--- config.mk ---
export PLATFORM = sky130hd
export DESIGN_NAME = parking_gate_controller
export DESIGN_NICKNAME = d
export VERILOG_FILES = /design/src/rtl/parking_pkg.sv /design/src/rtl/parking_gate_channel.sv /design/src/rtl/parking_gate_controller.sv
export SDC_FILE = /design/constraint.sdc
export NUM_CORES = 1
export LEC_CHECK = 0
export CAP_MARGIN = 20
export CORE_ASPECT_RATIO = 0.5
export CORE_MARGIN = 2
export CORE_UTILIZATION = 49
export CTS_BUF_LIST = sky130_fd_sc_hd__clkbuf_16
export CTS_CLUSTER_SIZE = 40
export DETAILED_ROUTE_END_ITERATION = 16
export GPL_ROUTABILITY_DRIVEN = 0
export MAX_ROUTING_LAYER = met4
export PLACE_DENSITY = 0.76
export SYNTH_ARGS = -nofsm -noshare
export SYNTH_HDL_FRONTEND = slang
export SYNTH_SLANG_ARGS = --single-unit
export TNS_END_PERCENT = 50
--- constraint.sdc ---
create_clock -name clk -period 2.64 [get_ports clk]
set_input_delay 0.264 -clock clk [delete_from_list [all_inputs] [get_ports clk]]
set_output_delay 0.264 -clock clk [all_outputs]
set_load 0.005 [all_outputs]
--- src/rtl/parking_pkg.sv ---
// parking_pkg: car park capacity constants, gate timing defaults and gate state encoding
package parking_pkg;
  localparam int MAX_UNI_CAPACITY = 500;
  localparam int MAX_TOTAL_CAPACITY = 700;
  localparam int BASE_FREE_CAPACITY = 200;
  localparam int OPEN_TIMEOUT_DEF = 200;
  localparam int DENY_HOLD_DEF = 16;
  localparam int VAC_SETTLE_DEF = 3;
  localparam int TIMER_W_DEF = 8;
  typedef enum logic [2:0] {IDLE, CHECK, OPEN, REQ, WAIT_CLEAR, DENY} gate_state_t;
endpackage

--- src/rtl/parking_gate_channel.sv ---
// parking_gate_channel: one barrier FSM (arrival, vacancy check, open/timeout, event request, clear-out)
module parking_gate_channel
  import parking_pkg::*;
#(
  parameter bit CHECK_VACANCY = 1'b1,
  parameter int OPEN_TIMEOUT = OPEN_TIMEOUT_DEF,
  parameter int DENY_HOLD = DENY_HOLD_DEF,
  parameter int TIMER_W = TIMER_W_DEF
) (
  input  logic clk,
  input  logic reset,
  input  logic car_present,
  input  logic is_uni,
  input  logic car_passed,
  input  logic vac_uni,
  input  logic vac_free,
  input  logic settle_busy,
  input  logic grant,
  output logic gate_open,
  output logic denied,
  output logic req,
  output logic uni,
  output logic timeout,
  output logic deny_pulse
);
  gate_state_t state, nxt;
  logic [TIMER_W-1:0] timer;
  logic vac;
  assign vac = uni ? vac_uni : vac_free;
  assign gate_open = state == OPEN;
  assign denied = state == DENY;
  assign req = state == REQ;
  always_comb begin
    nxt = state;
    timeout = 1'b0;
    deny_pulse = 1'b0;
    case (state)
      IDLE: nxt = car_present ? CHECK : IDLE;
      CHECK:
        if (!CHECK_VACANCY) nxt = OPEN;
        else if (!settle_busy) begin
          nxt = vac ? OPEN : DENY;
          deny_pulse = !vac;
        end
      OPEN:
        if (car_passed) nxt = REQ;
        else if (timer == TIMER_W'(OPEN_TIMEOUT - 1)) begin
          nxt = WAIT_CLEAR;
          timeout = 1'b1;
        end
      REQ: nxt = grant ? WAIT_CLEAR : REQ;
      WAIT_CLEAR: nxt = (car_present || car_passed) ? WAIT_CLEAR : IDLE;
      DENY: nxt = (timer >= TIMER_W'(DENY_HOLD - 1) && !car_present) ? IDLE : DENY;
      default: nxt = IDLE;
    endcase
  end
  always_ff @(posedge clk or posedge reset)
    if (reset) begin
      state <= IDLE;
      timer <= '0;
      uni <= 1'b0;
    end else begin
      state <= nxt;
      timer <= (nxt != state) ? '0 : timer + TIMER_W'(~&timer);
      if (state == IDLE && car_present) uni <= is_uni;
    end
endmodule

--- src/rtl/parking_gate_controller.sv ---
// parking_gate_controller: entry/exit barriers, single-event arbiter, vacancy settle and denial count
module parking_gate_controller
  import parking_pkg::*;
#(
  parameter int OPEN_TIMEOUT = OPEN_TIMEOUT_DEF,
  parameter int DENY_HOLD = DENY_HOLD_DEF,
  parameter int VAC_SETTLE = VAC_SETTLE_DEF,
  parameter int TIMER_W = TIMER_W_DEF
) (
  input  logic       clk,
  input  logic       reset,
  input  logic       entry_car_present,
  input  logic       entry_is_uni,
  input  logic       entry_car_passed,
  input  logic       exit_car_present,
  input  logic       exit_is_uni,
  input  logic       exit_car_passed,
  input  logic       uni_is_vacated_space,
  input  logic       is_vacated_space,
  output logic       car_entered,
  output logic       is_uni_car_entered,
  output logic       car_exited,
  output logic       is_uni_car_exited,
  output logic       entry_gate_open,
  output logic       exit_gate_open,
  output logic       entry_denied,
  output logic       gate_timeout,
  output logic [7:0] denied_count
);
  localparam int SW = $clog2(VAC_SETTLE + 1);
  logic en_req, ex_req, en_uni, ex_uni, en_to, ex_to, en_dp, ex_dp, ex_dn;
  logic grant_en, grant_ex, exit_unused;
  logic [SW-1:0] settle;
  assign grant_en = en_req;
  assign grant_ex = ex_req & ~en_req;
  assign exit_unused = ex_dn | ex_dp;
  parking_gate_channel #(
    .CHECK_VACANCY(1'b1), .OPEN_TIMEOUT(OPEN_TIMEOUT), .DENY_HOLD(DENY_HOLD), .TIMER_W(TIMER_W)
  ) u_entry (
    .clk(clk), .reset(reset), .car_present(entry_car_present), .is_uni(entry_is_uni),
    .car_passed(entry_car_passed), .vac_uni(uni_is_vacated_space), .vac_free(is_vacated_space),
    .settle_busy(settle != '0), .grant(grant_en), .gate_open(entry_gate_open),
    .denied(entry_denied), .req(en_req), .uni(en_uni), .timeout(en_to), .deny_pulse(en_dp)
  );
  parking_gate_channel #(
    .CHECK_VACANCY(1'b0), .OPEN_TIMEOUT(OPEN_TIMEOUT), .DENY_HOLD(DENY_HOLD), .TIMER_W(TIMER_W)
  ) u_exit (
    .clk(clk), .reset(reset), .car_present(exit_car_present), .is_uni(exit_is_uni),
    .car_passed(exit_car_passed), .vac_uni(1'b0), .vac_free(1'b0),
    .settle_busy(1'b0), .grant(grant_ex), .gate_open(exit_gate_open),
    .denied(ex_dn), .req(ex_req), .uni(ex_uni), .timeout(ex_to), .deny_pulse(ex_dp)
  );
  always_ff @(posedge clk or posedge reset)
    if (reset) begin
      car_entered <= 1'b0;
      is_uni_car_entered <= 1'b0;
      car_exited <= 1'b0;
      is_uni_car_exited <= 1'b0;
      gate_timeout <= 1'b0;
      settle <= '0;
      denied_count <= '0;
    end else begin
      car_entered <= grant_en;
      is_uni_car_entered <= grant_en & en_uni;
      car_exited <= grant_ex;
      is_uni_car_exited <= grant_ex & ex_uni;
      gate_timeout <= en_to | ex_to;
      settle <= (car_entered | car_exited) ? SW'(VAC_SETTLE) : settle - SW'(settle != '0);
      denied_count <= denied_count + 8'(en_dp && denied_count != 8'hff);
    end
endmodule

### Word level (Yosys, flattened, before mapping)

Cells that the tools add are included.

| cells by class | value |
|---|---|
| equal/unequal tests | 15 |
| reduce and logical (&&, ||, !) cells | 17 |
| order comparisons | 2 |
| bitwise operators | 6 |
| add/sub/neg operators | 4 |
| multiplexer cells | 27 |

Operators with widths:

| kind | count |
|---|---|
| 3-bit case mux with 6 select lines | 2 |
| 3-bit two-way mux | 11 |
| 8-bit by 1-bit adder with 8-bit output | 3 |
| 8-bit == test, second input constant | 2 |
| 8-bit by 4-bit greater-or-equal comparator with 1-bit output, second input constant | 2 |
| 8-bit two-way mux | 2 |
| 8-bit AND reduction | 2 |
| 3-bit by 2-bit == test with 1-bit output, second input constant | 4 |
| 3-bit == test, second input constant | 4 |
| 1-bit two-way mux | 11 |
| 8-bit inequality test, second input constant | 1 |
| 3-bit by 1-bit == test with 1-bit output, second input constant | 2 |
| 3-bit zero test | 2 |
| 3-bit inequality test | 2 |
| 1-bit logical AND | 5 |
| 1-bit zero test | 5 |
| 1-bit bitwise AND | 3 |
| 1-bit logical OR | 2 |
| 2-bit two-way mux | 1 |
| 1-bit OR | 2 |
| 2-bit nonzero test | 1 |
| 2-bit by 1-bit subtractor with 2-bit output | 1 |
| 1-bit inverter | 1 |

| storage, ports and cells | value |
|---|---|
| register bits | 39 |
| output and inout port bits | 16 |

### Longest topological paths before layout

| logic depth | value |
|---|---|
| depth in word-level cells | 7 |
| gate-level depth with buffers | 8 |
| gate-level depth less buffers | 8 |

### Cells and area by module

Synthesis repeated with hierarchy kept, for this count alone.

| unflattened totals | value |
|---|---|
| cell total of the unflattened synthesis | 215 |
| area, all modules | 2,304.7 um^2 |

By module, submodules not included:

| module | area an instance (um^2) | instances | cells each | seq. area each (um^2) |
|---|---|---|---|---|
| parking_gate_channel (u_entry) | 883.3 | 1 | 88 | 300.3 |
| parking_gate_channel (u_exit) | 850.8 | 1 | 82 | 300.3 |
| parking_gate_controller | 570.5 | 1 | 45 | 375.4 |

### Least setup slack after synthesis

OpenSTA, ideal clock, no wires.

| timing path | value |
|---|---|
| path type | flip-flop to flip-flop |
| start point | reg settle[1] |
| end point | reg denied_count[6] |
| required time | 2,517 ps |
| data arrival time | 1,702 ps |
| clock period less this slack | 1,825 ps |
| cell stages (with the launch flop) | 8 |
| library setup time | 123 ps |
| slack | 815 ps |
| cell sequence | dfrtp_1 or3b_1 nor3_1 and3_1 ha_1 ha_1 nand4_1 xnor2_1 |

| between the ends | value |
|---|---|
| cells in the longest elaborated chain, start to end | 5 |

Ends and longest elaborated chain:

| element | RTL line | RTL |
|---|---|---|
| start: declaration | parking_gate_controller.sv:33 | `logic [SW-1:0] settle;` |
| start signal: assignment | parking_gate_controller.sv:68 | `settle <= (car_entered \| car_exited) ? SW'(VAC_SETTLE) : settle - SW'(settle != '0);` |
| 2-bit nonzero test | parking_gate_controller.sv:42 | `.settle_busy(settle != '0), .grant(grant_en), .gate_open(entry_gate_open),` |
| 1-bit two-way mux | parking_gate_channel.sv:41 | `else if (!settle_busy) begin` |
| 1-bit two-way mux | parking_gate_channel.sv:37 | `case (state)` |
| 1-bit logical AND | parking_gate_controller.sv:69 | `denied_count <= denied_count + 8'(en_dp && denied_count != 8'hff);` |
| 8-bit by 1-bit adder with 8-bit output | parking_gate_controller.sv:69 |  |
| end signal: assignment | parking_gate_controller.sv:69 |  |
| end: declaration | parking_gate_controller.sv:28 | `output logic [7:0] denied_count` |

No other way between the ends.
A chain may end at the register's enable or synchronous reset.

### Worst setup path after layout

Same ends and word-level chain as after synthesis.

==> impl_metrics.yaml <==
status:
  status: "finished, final reports clean"
timing:
  final_max_slew_viol_count: 0
  layout_min_cycle_time_ns: 2.05
  hold_viol_final: 0
  tns_ns: 0
  rsz0062_at_grt: "false"
  skew_ns: 0.00296
  min_period_over_period_pct: 77.5
  worst_pin_slew_ns: 0.680
  setup_violations: 0
  max_slew_margin_pct: 54.5
  finalWorstSetupSlack_ns: 0.595
  max_freq_mhz: 489
clocking:
  clk_latency_ns: 0.28
  cts_hold_buffers: 0
  cts_tree: "yes"
  post_cts_buffers: 0
  cts.reportedPaths.clkPinSlew_ns: 0.06
  cts-root-buf: "clkbuf_16"
  htreeDepth: 2
  post_cts_resized: 0
  cts_max_path_buffers: 2
  clkSinkCount: 39
  cts_buffers: 5
final_layout:
  num_antenna_cells: 0
  drive_gt1_share_pct: 8.73
  synthToLayoutAreaGrowth_pct: 20.1
  nNetsFinal: 244
worst_setup_path:
  critPathRequiredTime_ns: 2.80
  critPathMaxStageDelay_ns: 0.44
  setup.worst_path.end_class: "flop"
  startpoint_type: "flop"
  ff2ff_setup_slack_ns: 0.59
  worstReg2RegStart: "settle[1]"
  crit_slowest_cell: "or3b_1"
  cp_num_buf_inv: 0
  critical_path.max_fanout: 4
  path_class: "flop to flop"
  worstPathCellList: "or3b_1 -> nor3_1 -> and3_1 -> ha_1 -> ha_1 -> nand4_1 -> xnor2_1"
  reg2reg_depth: 7
  cpMostUsedCell: "ha_1"
  crit_arrival_ns: 2.21
  worstReg2RegEnd: "denied_count[6]"
  path_delay_family: "simple AND/OR/NAND/NOR gates"
routing:
  ant_nets: 0
  vias_per_cell: 5.76
  dr.pass1.iters: 4
  wl_per_cell_um: 15.2
  drc: 0
  drt_iter0_markers: 62
  vias: 1631
  drt_wl_total_um: 4290
floorplan:
  die_h_um: 50.6
  pin_count: 26
  core.rowCount: 16
  core_mm2: 0.00404
  die_x_um: 97.3
  die-area_mm2: 0.00492
  start_util_pct: 52.7
power_and_ir_drop:
  power_density_mw_per_mm2: 948
  p_leak_uw: 0.00109
  vdd_drop_max_v: 0.000451
yosys:
  yosys.cell_types.count: 50
  ys_ff_latch: 39
  synthesis.area_mm2: 0.00213
  synth_top_area_share_pct: 45.8
  synth_area_leaders: "dfrtp_1 (46%), xnor2_1 (3.7%), xor2_1 (3.7%)"
  synthCells: 202
  yosysSeqAreaShare_pct: 45.8
  async_flop_share_pct: 100
  synth_edf_count: 0
  synth_common_cells: "dfrtp_1 (39), nand2_1 (12), nor3_1 (11)"
  yosysMostFrequentCell: "dfrtp_1"
  ys.flop_type: "dfrtp_1"
  syn_nets: 218
  avgSynthCellArea_um2: 10.5
  synth_warnings: 0
  synth_largest_area_cell: "dfrtp_1"
placed_design:
  io_buffer_count: 25
  dpl.hpwl_um: 3050
  dpl_worst_slack_ns: 0.558
grt:
  grt-ovfl-total: 0
  grt.total_usage_pct: 19.8
  antenna_found_initial: 0
  grt_pass1_wl_um: 7380
  grt_max_degree: 37
  grt_pass1_vias: 1569
worst_hold_path:
  holdCritPathClass: "input pin to asynchronous set/reset pin"
job:
  maxCapViolCount: 0
[worst register-to-register path: cells and delay by family, from the launching register on]
family	cells	cell delay (ns)
flops	1	0.40
simple gates	4	0.92
xor+xnor	1	0.14
fa+ha+maj	2	0.47
[sequential cells by signal, indices dropped and copies added, names as in the netlist]
name	flops
u_exit.timer	8
settle	2
u_entry.state	3
u_entry.timer	8
u_exit.state	3
u_exit.uni	1
car_entered	1
car_exited	1
is_uni_car_entered	1
gate_timeout	1
is_uni_car_exited	1
denied_count	8
u_entry.uni	1
[final cells by class]
type | instances | area (µm²)
fill | 347 | 1490
multi-input combinational | 148 | 1080
sequential | 39 | 976
timing repair buffer | 28 | 273
clock buffer | 5 | 125
tap | 54 | 67.6
inverter | 6 | 22.5
clock inverter | 3 | 12.5
[metal layers]
layer | share of wire (%) | GRT usage, % | vias to the layer above
met5 | 0 | - | -
met1 | 49 | 26.0 | 801
met3 | 2.5 | 4.60 | 4
li1 | - | - | 806
met4 | 1.2 | 6.94 | 0
met2 | 47 | 30.7 | 20
[worst max path at each step]
stage	end	slack (ns)	cells past startpoint	start
3_5_place_dp	denied_count[6]	0.56	7	uni_is_vacated_space
4_1_cts	denied_count[6]	0.57	7	settle[1]
6_report	denied_count[6]	0.59	7	settle[1]
2_1_floorplan	denied_count[6]	0.82	7	settle[1]
5_1_grt	denied_count[6]	0.43	7	settle[1]
3_3_place_gp	denied_count[6]	0.55	7	uni_is_vacated_space
[metrics by stage]
stage               hold WS (ns)  std cells  utilization [%]  total power [µW]  cell area [µm²]
floorplan                  0.381        202                -              1600             2130
global placement           0.454        275             59.9              1840             2420
detailed placement         0.463        275             59.9              1870             2420
CTS                        0.165        283             63.3              2440             2560
global route               0.187        283             63.3              2610             2560
finish                     0.170        283             63.3              2430             2560
[power by group]
| part | total (µW) | internal (µW) | switching, µW | leakage (µW) |
|---|---|---|---|---|
| clock | 563 | 341 | 222 | 0.0000762 |
| sequential | 944 | 743 | 201 | 0.000520 |
| combinational | 920 | 464 | 456 | 0.000491 |
[placed cells by master, fill, tap and decap left out, types with 2 or more instances in the layout]
cell,n
a21o_1,4
a21oi_1,4
and2_1,6
and3_1,5
and4_1,4
buf_4,3
clkbuf_16,5
clkdlybuf4s50_1,25
dfrtp_1,39
ha_1,6
inv_1,8
mux2_2,2
mux2i_1,2
nand2_1,12
nand2b_1,3
nand3_1,10
nand3b_1,2
nand4_1,8
nor2_1,6
nor2b_1,2
nor3_1,11
nor3b_1,3
nor4_1,10
nor4b_1,3
nor4b_2,2
o211ai_1,2
o21ai_0,3
xnor2_1,9
xor2_1,9
[kinds of logic (layout without fill, tap and decap cells)]
family | count (synthesis) | in the layout | synth area share (%)
AO/OA/AOI/OAI | 26 | 26 | 9.92
adder cells (fa/ha/maj) | 6 | 6 | 3.52
flip-flops | 39 | 39 | 45.8
XOR/XNOR | 18 | 18 | 7.40
buffers and inverters | 15 | 42 | 3.41
multiplexers | 4 | 4 | 2.00
AND/OR/NAND/NOR | 94 | 94 | 28.0
(Power assumes the default switching activity.)
